## config.mk

```make
export PLATFORM = sky130hd
export DESIGN_NAME = ram_loader_flat
export DESIGN_NICKNAME = d
export VERILOG_FILES = /design/src/rtl/ram_loader_pkg.sv /design/src/rtl/ram_loader_if.sv /design/src/rtl/ram_loader_addr_seq.sv /design/src/rtl/ram_loader.sv /design/src/flat_wrapper.sv
export SDC_FILE = /design/constraint.sdc
export NUM_CORES = 1
export LEC_CHECK = 0
export CAP_MARGIN = 5
export CELL_PAD_IN_SITES_DETAIL_PLACEMENT = 0
export CELL_PAD_IN_SITES_GLOBAL_PLACEMENT = 1
export CORE_MARGIN = 2
export CORE_UTILIZATION = 37
export DETAILED_ROUTE_END_ITERATION = 16
export HOLD_SLACK_MARGIN = 0.15
export PLACE_DENSITY = 0.81
export SLEW_MARGIN = 5
export SYNTH_ARGS = -nofsm -noshare
export SYNTH_HDL_FRONTEND = slang
export SYNTH_HIERARCHICAL = 1
export SYNTH_SLANG_ARGS = --single-unit
```

## constraint.sdc

```tcl
create_clock -name clk -period 2.64 [get_ports clk]
set_clock_uncertainty 0.05 [all_clocks]
set_input_delay 0.528 -clock clk [delete_from_list [all_inputs] [get_ports clk]]
set_output_delay 0.528 -clock clk [all_outputs]
set_load 0.02 [all_outputs]
```

## src/rtl/ram_loader_pkg.sv

```systemverilog
// ram_loader_pkg: shared RAM geometry and loader state encoding.
package ram_loader_pkg;
    localparam int ADDR_W = 6;
    localparam int DATA_W = 8;
    localparam int DEPTH  = 2 ** ADDR_W;
    typedef enum logic [1:0] {
        IDLE   = 2'd0,
        WRITE  = 2'd1,
        VERIFY = 2'd2,
        DONE   = 2'd3
    } state_t;
endpackage

```

## src/rtl/ram_loader_if.sv

```systemverilog
// ram_loader_if: byte stream handshake plus single-port RAM bus seen by the loader.
interface ram_loader_if;
    import ram_loader_pkg::*;
    logic [DATA_W-1:0] in_data;
    logic              in_valid;
    logic              in_ready;
    logic [DATA_W-1:0] ram_data;
    logic [ADDR_W-1:0] ram_addr;
    logic              ram_we;
    logic [DATA_W-1:0] ram_q;
    modport master (
        input  in_data, in_valid, ram_q,
        output in_ready, ram_data, ram_addr, ram_we
    );
    modport slave (
        output in_data, in_valid, ram_q,
        input  in_ready, ram_data, ram_addr, ram_we
    );
endinterface

```

## src/rtl/ram_loader_addr_seq.sv

```systemverilog
// ram_loader_addr_seq: address pointer and remaining-count pair with load and wrapping step.
module ram_loader_addr_seq
    import ram_loader_pkg::*;
(
    input  logic              clk,
    input  logic              rst,
    input  logic              load,
    input  logic              step,
    input  logic [ADDR_W-1:0] load_ptr,
    input  logic [ADDR_W:0]   load_cnt,
    output logic [ADDR_W-1:0] ptr,
    output logic              last
);
    logic [ADDR_W:0] cnt;
    always_ff @(posedge clk) begin
        if (rst) begin
            ptr <= '0;
            cnt <= '0;
        end else if (load) begin
            ptr <= load_ptr;
            cnt <= load_cnt;
        end else if (step) begin
            ptr <= ptr + ADDR_W'(1);
            cnt <= cnt - (ADDR_W+1)'(1);
        end
    end
    assign last = cnt == (ADDR_W+1)'(1);
endmodule

```

## src/rtl/ram_loader.sv

```systemverilog
// ram_loader: streams bytes into consecutive RAM addresses, then re-reads them and compares XOR checksums.
module ram_loader
    import ram_loader_pkg::*;
(
    input  logic              clk,
    input  logic              rst,
    input  logic              start,
    input  logic [ADDR_W-1:0] base_addr,
    input  logic [ADDR_W:0]   length,
    ram_loader_if.master      bus,
    output logic              busy,
    output logic              done,
    output logic              error,
    output logic [DATA_W-1:0] checksum
);
    state_t            state, state_nx;
    logic [ADDR_W-1:0] base_r, ptr, load_ptr;
    logic [ADDR_W:0]   len_r, load_cnt;
    logic [DATA_W-1:0] wr_xor, rd_xor;
    logic              accept, xfer, load, step, last, bad_len;

    assign accept   = state == IDLE && start;
    assign bad_len  = length == '0 || length > (ADDR_W+1)'(DEPTH);
    assign xfer     = state == WRITE && bus.in_valid;
    assign load     = accept || (xfer && last);
    assign step     = xfer || state == VERIFY;
    assign load_ptr = accept ? base_addr : base_r;
    assign load_cnt = accept ? length : len_r;

    ram_loader_addr_seq u_seq (
        .clk      (clk),
        .rst      (rst),
        .load     (load),
        .step     (step),
        .load_ptr (load_ptr),
        .load_cnt (load_cnt),
        .ptr      (ptr),
        .last     (last)
    );

    always_ff @(posedge clk) state <= rst ? IDLE : state_nx;

    always_comb begin
        state_nx = state;
        unique case (state)
            IDLE:    state_nx = start ? (bad_len ? DONE : WRITE) : IDLE;
            WRITE:   state_nx = (xfer && last) ? VERIFY : WRITE;
            VERIFY:  state_nx = last ? DONE : VERIFY;
            default: state_nx = IDLE;
        endcase
    end

    // The write enable is gated by rst so a reset edge mid-WRITE never commits a byte.
    assign busy         = state == WRITE || state == VERIFY;
    assign done         = state == DONE;
    assign bus.in_ready = state == WRITE;
    assign bus.ram_we   = xfer && !rst;
    assign bus.ram_addr = busy ? ptr : '0;
    assign bus.ram_data = state == WRITE ? bus.in_data : '0;

    always_ff @(posedge clk) begin
        if (rst) begin
            base_r   <= '0;
            len_r    <= '0;
            wr_xor   <= '0;
            rd_xor   <= '0;
            error    <= 1'b0;
            checksum <= '0;
        end else begin
            if (accept) begin
                base_r   <= base_addr;
                len_r    <= length;
                wr_xor   <= '0;
                rd_xor   <= '0;
                checksum <= '0;
                error    <= length > (ADDR_W+1)'(DEPTH);
            end
            if (xfer) wr_xor <= wr_xor ^ bus.in_data;
            if (state == VERIFY) rd_xor <= rd_xor ^ bus.ram_q;
            if (state == DONE) begin
                error    <= error | (wr_xor != rd_xor);
                checksum <= wr_xor;
            end
        end
    end
endmodule

```

## src/flat_wrapper.sv

```systemverilog
// flat-port wrapper written by rule: the top's interface ports become plain ports
module ram_loader_flat import ram_loader_pkg::*;
  (clk, rst, start, base_addr, length, busy, done, error, checksum, bus_in_data, bus_in_valid, bus_ram_q, bus_in_ready, bus_ram_data, bus_ram_addr, bus_ram_we);
  ram_loader_if bus_i ();
  input  logic clk;
  input  logic rst;
  input  logic start;
  input  logic [ADDR_W-1:0] base_addr;
  input  logic [ADDR_W:0] length;
  output logic busy;
  output logic done;
  output logic error;
  output logic [DATA_W-1:0] checksum;
  input wire logic [$bits(bus_i.in_data)-1:0] bus_in_data;
  input wire logic [$bits(bus_i.in_valid)-1:0] bus_in_valid;
  input wire logic [$bits(bus_i.ram_q)-1:0] bus_ram_q;
  output wire logic [$bits(bus_i.in_ready)-1:0] bus_in_ready;
  output wire logic [$bits(bus_i.ram_data)-1:0] bus_ram_data;
  output wire logic [$bits(bus_i.ram_addr)-1:0] bus_ram_addr;
  output wire logic [$bits(bus_i.ram_we)-1:0] bus_ram_we;
  assign bus_i.in_data = bus_in_data;
  assign bus_i.in_valid = bus_in_valid;
  assign bus_i.ram_q = bus_ram_q;
  assign bus_in_ready = bus_i.in_ready;
  assign bus_ram_data = bus_i.ram_data;
  assign bus_ram_addr = bus_i.ram_addr;
  assign bus_ram_we = bus_i.ram_we;
  ram_loader u_core (.clk(clk), .rst(rst), .start(start), .base_addr(base_addr), .length(length), .bus(bus_i), .busy(busy), .done(done), .error(error), .checksum(checksum));
endmodule
```

==> out/results.txt, run 1 <==
status -> finished clean
CTS tree -> yes
layout cells sized above 1 -> 0.128
setup TNS -> 0 ns
Post-Route WL -> 5630 microns
CTS Buf Count -> 5
Vias -> 2117
Initial Utilization -> 0.384
most common cell after layout, fill and taps aside -> clkdlybuf4s50_1
RD Place Congestion -> 0.799
Largest stage delay, worst path -> 0.60 ns
Buf/Inv on CP -> 2
number of global-route vias before repair -> 2020
first-pass GRT wire length -> 9380 microns
Area Overhead vs Synth -> 29.8%
max-cap viol count -> 0
Max Fanout on Critical Path -> 11
pre-CTS setup slack -> 0.162 ns
DR vias/cell -> 4.81
Seq/Total Area, Yosys -> 0.405
max_slew headroom -> 0.657
initial DRC count -> 70
synthesized area per cell -> 9.26 sq um
Clock Latency Late Sink -> 0.30 ns
PD cells -> 559 nW/um^2
register area -> 1060 sq um
Hold Crit Depth -> 2
endpoints failing hold -> 0
DRT Pass-1 Iters -> 4
Hold WS -> 0.419 ns
leakage power -> 1.29 nW
Setup Fix Bufs, Post-CTS -> 0
post_cts resized -> 0
clk root buf -> clkbuf_8
top-area cell type share of the netlist area -> 0.405
Core Region -> 6830 sq um
placed cells -> 433
DIE WIDTH -> 88.2 microns
min cycle time layout -> 2.49 ns
Ys Warns -> 6
Max Freq -> 402 MHz
M1 WL -> 2620 microns
post-synth top area cell -> dfxtp_1
Max Used Layer -> met4
max-slew violations -> 0
Seq cells post-synth -> 53
H-Tree Depth -> 2
drt drc -> 0
CP top delay family -> buffers and inverters
Req. time, crit path -> 2.06 ns
fillers -> 700
std cell rows -> 30
top-level port count -> 60
endpoints failing setup -> 0
CP arrival -> 1.91 ns
Mapped Cells -> 283
Crit. End Element -> output pin
Port Buffers -> 59
final worst slack -> 0.152 ns
area of placed instances -> 3310 sq um
synthesized area -> 2620 sq um
VDD IR max -> 187 uV
hold buffers post-CTS -> 0
initial antenna violation count -> 0
post-route cell area -> 3400 sq um
Final ANT Viol Nets -> 0
DR WL met3 -> 329 microns
WS Path Type -> reg -> out
Final period util -> 0.943
worst path cell trace -> inv_1, ha_2, and2_4, and2b_1, clkdlybuf4s50_1
area of the multi-input gates -> 1470 sq um
NumNets Final -> 384
instance count on the critical path -> 5
CTS max path bufs -> 2
largest cells by area after synthesis -> dfxtp_1 (40%), xor2_1 (9.0%), nand2_1 (5.9%)
All-Layer GR Usage -> 0.156
syn nets -> 323
Worst setup SP type -> flop
WL met2 -> 2600 microns
hold crit path type -> reg -> reg
TritonCTS Sinks -> 53
worst-margin pin slew -> 0.514 ns
R2R cell count -> 7
largest net degree at the start of global routing -> 41
die height -> 88.2 microns
clock-pin slew on the worst setup and hold paths -> 0.09 ns
Die ar. -> 7770 sq um
Non-Filler Instances -> 440
Netlist cell types -> 43
HPWL after DPL -> 4100 microns
ANT cells -> 0
commonest cells after routing, fill and taps aside -> clkdlybuf4s50_1 (58), dfxtp_1 (53), nand2_1 (41), xor2_1 (27), nor2_1 (26)
routed len/inst -> 12.8 microns
grt ovf -> 0
RSZ-0062 raised after global routing -> false
slowest stage cell, crit path -> clkdlybuf4s50_1
## stage by stage
stage                      util  power [mW]
final                     0.498        1.90
after global routing      0.498        2.02
after CTS                 0.497        1.92
after detailed placement  0.484        1.46
after global placement    0.484        1.45
after floorplan               -        1.28
## report_power, final
| group | switching, mW | leakage (nW) | internal, mW | total (mW) |
|---|---|---|---|---|
| combinational | 0.250 | 0.816 | 0.268 | 0.518 |
| clock | 0.255 | 0.0433 | 0.208 | 0.463 |
| sequential | 0.0557 | 0.433 | 0.863 | 0.919 |
| total | 0.561 | 1.29 | 1.34 | 1.90 |
## metal layers
layer | global-route usage | up-vias
met5 | 0 | -
met4 | 0.0468 | 0
met3 | 0.0471 | 8
met2 | 0.262 | 58
met1 | 0.193 | 982
li1 | - | 1069
## Yosys cell counts, drive strengths merged
cell,number
a2111oi,1
a211oi,7
a21oi,15
a222oi,1
a311oi,2
a31oi,1
and2,15
and2b,2
and4,1
buf,6
clkbuf,7
dfxtp,53
ha,7
inv,5
mux2,13
nand2,42
nand3,3
nand3b,8
nand4,3
nor2,26
nor2b,11
nor3,3
nor3b,2
nor4,1
nor4b,2
o211ai,1
o21ai,2
o21bai,3
o31ai,1
o41ai,1
or2,1
or3,3
or4,2
xnor2,5
xor2,27
## logic make-up (layout without fill, tap and decap cells)
kind of cell               after synthesis  count (layout)  share of synthesized area
muxes                                   13              13                     0.0630
buffers and inverters                   18              79                     0.0368
and+or+nand+nor                        125             125                      0.263
adders and majority gates                7               7                     0.0334
xor gates and xnor gates                32              32                      0.107
AOI/OAI and AO/OA                       35              35                     0.0922
DFF                                     53              53                      0.405
## registers in the layout (all words and copies together), names as in the netlist
register / flops
u_core/base_r: 6
u_core/checksum: 8
u_core/error: 1
u_core/len_r: 7
u_core/rd_xor: 8
u_core/state: 2
u_core/u_seq/cnt: 7
u_core/u_seq/ptr: 6
u_core/wr_xor: 8
## cell type report
| class | instances | area share |
|---|---|---|
| clock buffer | 6 | 0.0243 |
| clock inverter | 1 | 0.00221 |
| inverter | 5 | 0.00552 |
| multi-input combinational | 212 | 0.431 |
| sequential | 53 | 0.312 |
| tap | 96 | 0.0353 |
| timing repair buffer | 67 | 0.190 |
## worst reg2reg max path, stage by stage, from the launching register on
cell and delay (ns):
dfxtp_1 0.37, or4_4 0.56, nor3b_1 0.30, nand2_1 0.08, nand2_1 0.10, inv_1 0.11, and4_1 0.20, a2111oi_0 0.36
## path summary, 6_finish.rpt
| path | startpoint | endpoint | slack (ns) |
|---|---|---|---|
| worst min-delay path | u_core/len_r[6] | u_core/len_r[6] | 0.42 |
| worst min register to register | u_core/len_r[6] | u_core/len_r[6] | 0.42 |
| worst max register to register | u_core/u_seq/cnt[2] | u_core/u_seq/cnt[5] | 0.40 |
| worst max-delay path | u_core/state[1] | bus_ram_we | 0.15 |
No activity file was read; power rests on OpenSTA's default activity.
==> inputs of run 2 (changes only) <==
--- a/config.mk
+++ b/config.mk
@@ -9,10 +9,10 @@
 export CELL_PAD_IN_SITES_DETAIL_PLACEMENT = 0
 export CELL_PAD_IN_SITES_GLOBAL_PLACEMENT = 1
 export CORE_MARGIN = 2
-export CORE_UTILIZATION = 37
+export CORE_UTILIZATION = 34
 export DETAILED_ROUTE_END_ITERATION = 16
 export HOLD_SLACK_MARGIN = 0.15
-export PLACE_DENSITY = 0.81
+export PLACE_DENSITY = 0.79
 export SLEW_MARGIN = 5
 export SYNTH_ARGS = -nofsm -noshare
 export SYNTH_HDL_FRONTEND = slang
==> constraint.sdc (replaced) <==
create_clock -name clk -period 2.2 [get_ports clk]
set_clock_uncertainty 0.05 [all_clocks]
set_input_delay 0.44 -clock clk [delete_from_list [all_inputs] [get_ports clk]]
set_output_delay 0.44 -clock clk [all_outputs]
set_load 0.02 [all_outputs]
==> out/results.txt, run 2 (same netlist as run 1, synthesis figures left out) <==
Die ar. -> 8420 sq um
Crit. End Element -> output pin
grt ovf -> 0
routed len/inst -> 12.6 microns
WS Path Type -> reg -> out
initial antenna violation count -> 0
status -> finished clean
hold crit path type -> reg -> reg
endpoints failing hold -> 0
Area Overhead vs Synth -> 32.2%
drt drc -> 0
Largest stage delay, worst path -> 0.39 ns
CTS tree -> yes
Initial Utilization -> 0.344
largest registers -> u_core/checksum (8), u_core/rd_xor (8), u_core/wr_xor (8)
Hold WS -> 0.423 ns
RD Place Congestion -> 0.824
max-cap viol count -> 0
most common cell after layout, fill and taps aside -> dfxtp_1
CTS max path bufs -> 2
Hold Crit Depth -> 2
H-Tree Depth -> 2
DR vias/cell -> 4.67
Core Region -> 7610 sq um
RR Endpoint -> u_core/u_seq/cnt[5]
PD cells -> 663 nW/um^2
commonest cells after routing, fill and taps aside -> dfxtp_1 (53), clkdlybuf4s50_1 (41), nand2_1 (41), xor2_1 (27), nor2_1 (26)
die height -> 91.8 microns
TritonCTS Sinks -> 53
slowest stage cell, crit path -> ha_2
first-pass GRT wire length -> 9850 microns
DIE WIDTH -> 91.8 microns
R2R cell count -> 7
leakage power -> 1.39 nW
clock-pin slew on the worst setup and hold paths -> 0.09 ns
top-level port count -> 60
Final period util -> 0.938
std cell rows -> 32
Clock Latency Late Sink -> 0.31 ns
Max Freq -> 485 MHz
number of global-route vias before repair -> 2095
max_slew headroom -> 0.667
Max Fanout on Critical Path -> 7
HP Start -> u_core/len_r[6]
worst path cell trace -> inv_1, ha_2, and2_1, clkdlybuf4s15_1
setup TNS -> 0 ns
Setup Fix Bufs, Post-CTS -> 0
Req. time, crit path -> 1.71 ns
initial DRC count -> 81
Port Buffers -> 59
min cycle time layout -> 2.06 ns
Worst setup SP type -> flop
VDD IR max -> 294 uV
Reg2Reg Launch Point -> u_core/u_seq/cnt[3]
hold endpoint -> u_core/len_r[6]
endpoints failing setup -> 0
max-slew violations -> 0
CP arrival -> 1.57 ns
CTS Buf Count -> 5
All-Layer GR Usage -> 0.144
Final ANT Viol Nets -> 0
pre-CTS setup slack -> -0.129 ns
layout cells sized above 1 -> 0.158
worst-margin pin slew -> 0.499 ns
hold buffers post-CTS -> 0
Post-Route WL -> 5770 microns
Vias -> 2134
RSZ-0062 raised after global routing -> false
NumNets Final -> 393
DRT Pass-1 Iters -> 4
HPWL after DPL -> 4320 microns
Worst R2R Setup Slack -> 0.15 ns
largest net degree at the start of global routing -> 41
final worst slack -> 0.137 ns
clk root buf -> clkbuf_8
[run 2: cell type report]
class                   instances  area (sq um)
repair buffers                 76           694
diodes                          1          2.50
multi-input cells             212          1470
well taps                     102           128
clock inverters                 2          13.8
inverters                       5          18.8
fillers                       776          4140
clock buffers                   6          72.6
flip-flops and latches         53          1060
[run 2: what timing repair did]
item,4_1_cts,5_1_grt
pin swaps,0,0
setup endpoints to repair,16,7
resized for setup,18,8
[run 2: worst max path at each step]
stage	slack (ns)	depth (start not counted)	startpoint	end
final	0.14	4	u_core/state[1]	bus_ram_addr[2]
after global routing	0.01	4	u_core/state[1]	bus_ram_addr[4]
after CTS	0.05	7	u_core/u_seq/cnt[3]	u_core/u_seq/cnt[5]
after detailed placement	-0.13	4	bus_in_valid	bus_ram_we
after global placement	-0.12	4	bus_in_valid	bus_ram_we
after floorplan	0.05	7	u_core/u_seq/cnt[2]	u_core/u_seq/cnt[5]
[run 2: power by group]
group          switching (mW)  internal (mW)  total [mW]
clock network           0.323          0.228       0.551
registers              0.0623           1.04        1.10
logic                   0.314          0.332       0.645
total                   0.699           1.60        2.29
[run 2: routing by layer]
metal / track usage / routed length [microns] / vias up
met5: 0 / 0 / -
met4: 0.0336 / 60 / 0
met3: 0.0353 / 304 / 8
met2: 0.257 / 2770 / 48
met1: 0.174 / 2630 / 991
li1: - / - / 1087
[run 2: worst max-delay path, delay by kind of cell (launching register included)]
family	cells	cell delay [ns]
adders and majority gates	1	0.39
buffers and inverters	2	0.37
DFF	1	0.37
and+or+nand+nor	1	0.14
[run 2: through the flow]
step                      std cells  power (mW)  instance area [sq um]  utilization
final                           457        2.29                   3460        0.455
after global routing            456        2.43                   3460        0.455
after CTS                       456        2.31                   3450        0.454
after detailed placement        448        1.79                   3390        0.445
after global placement          448        1.78                   3390        0.445
after floorplan                 283        1.53                   2620            -
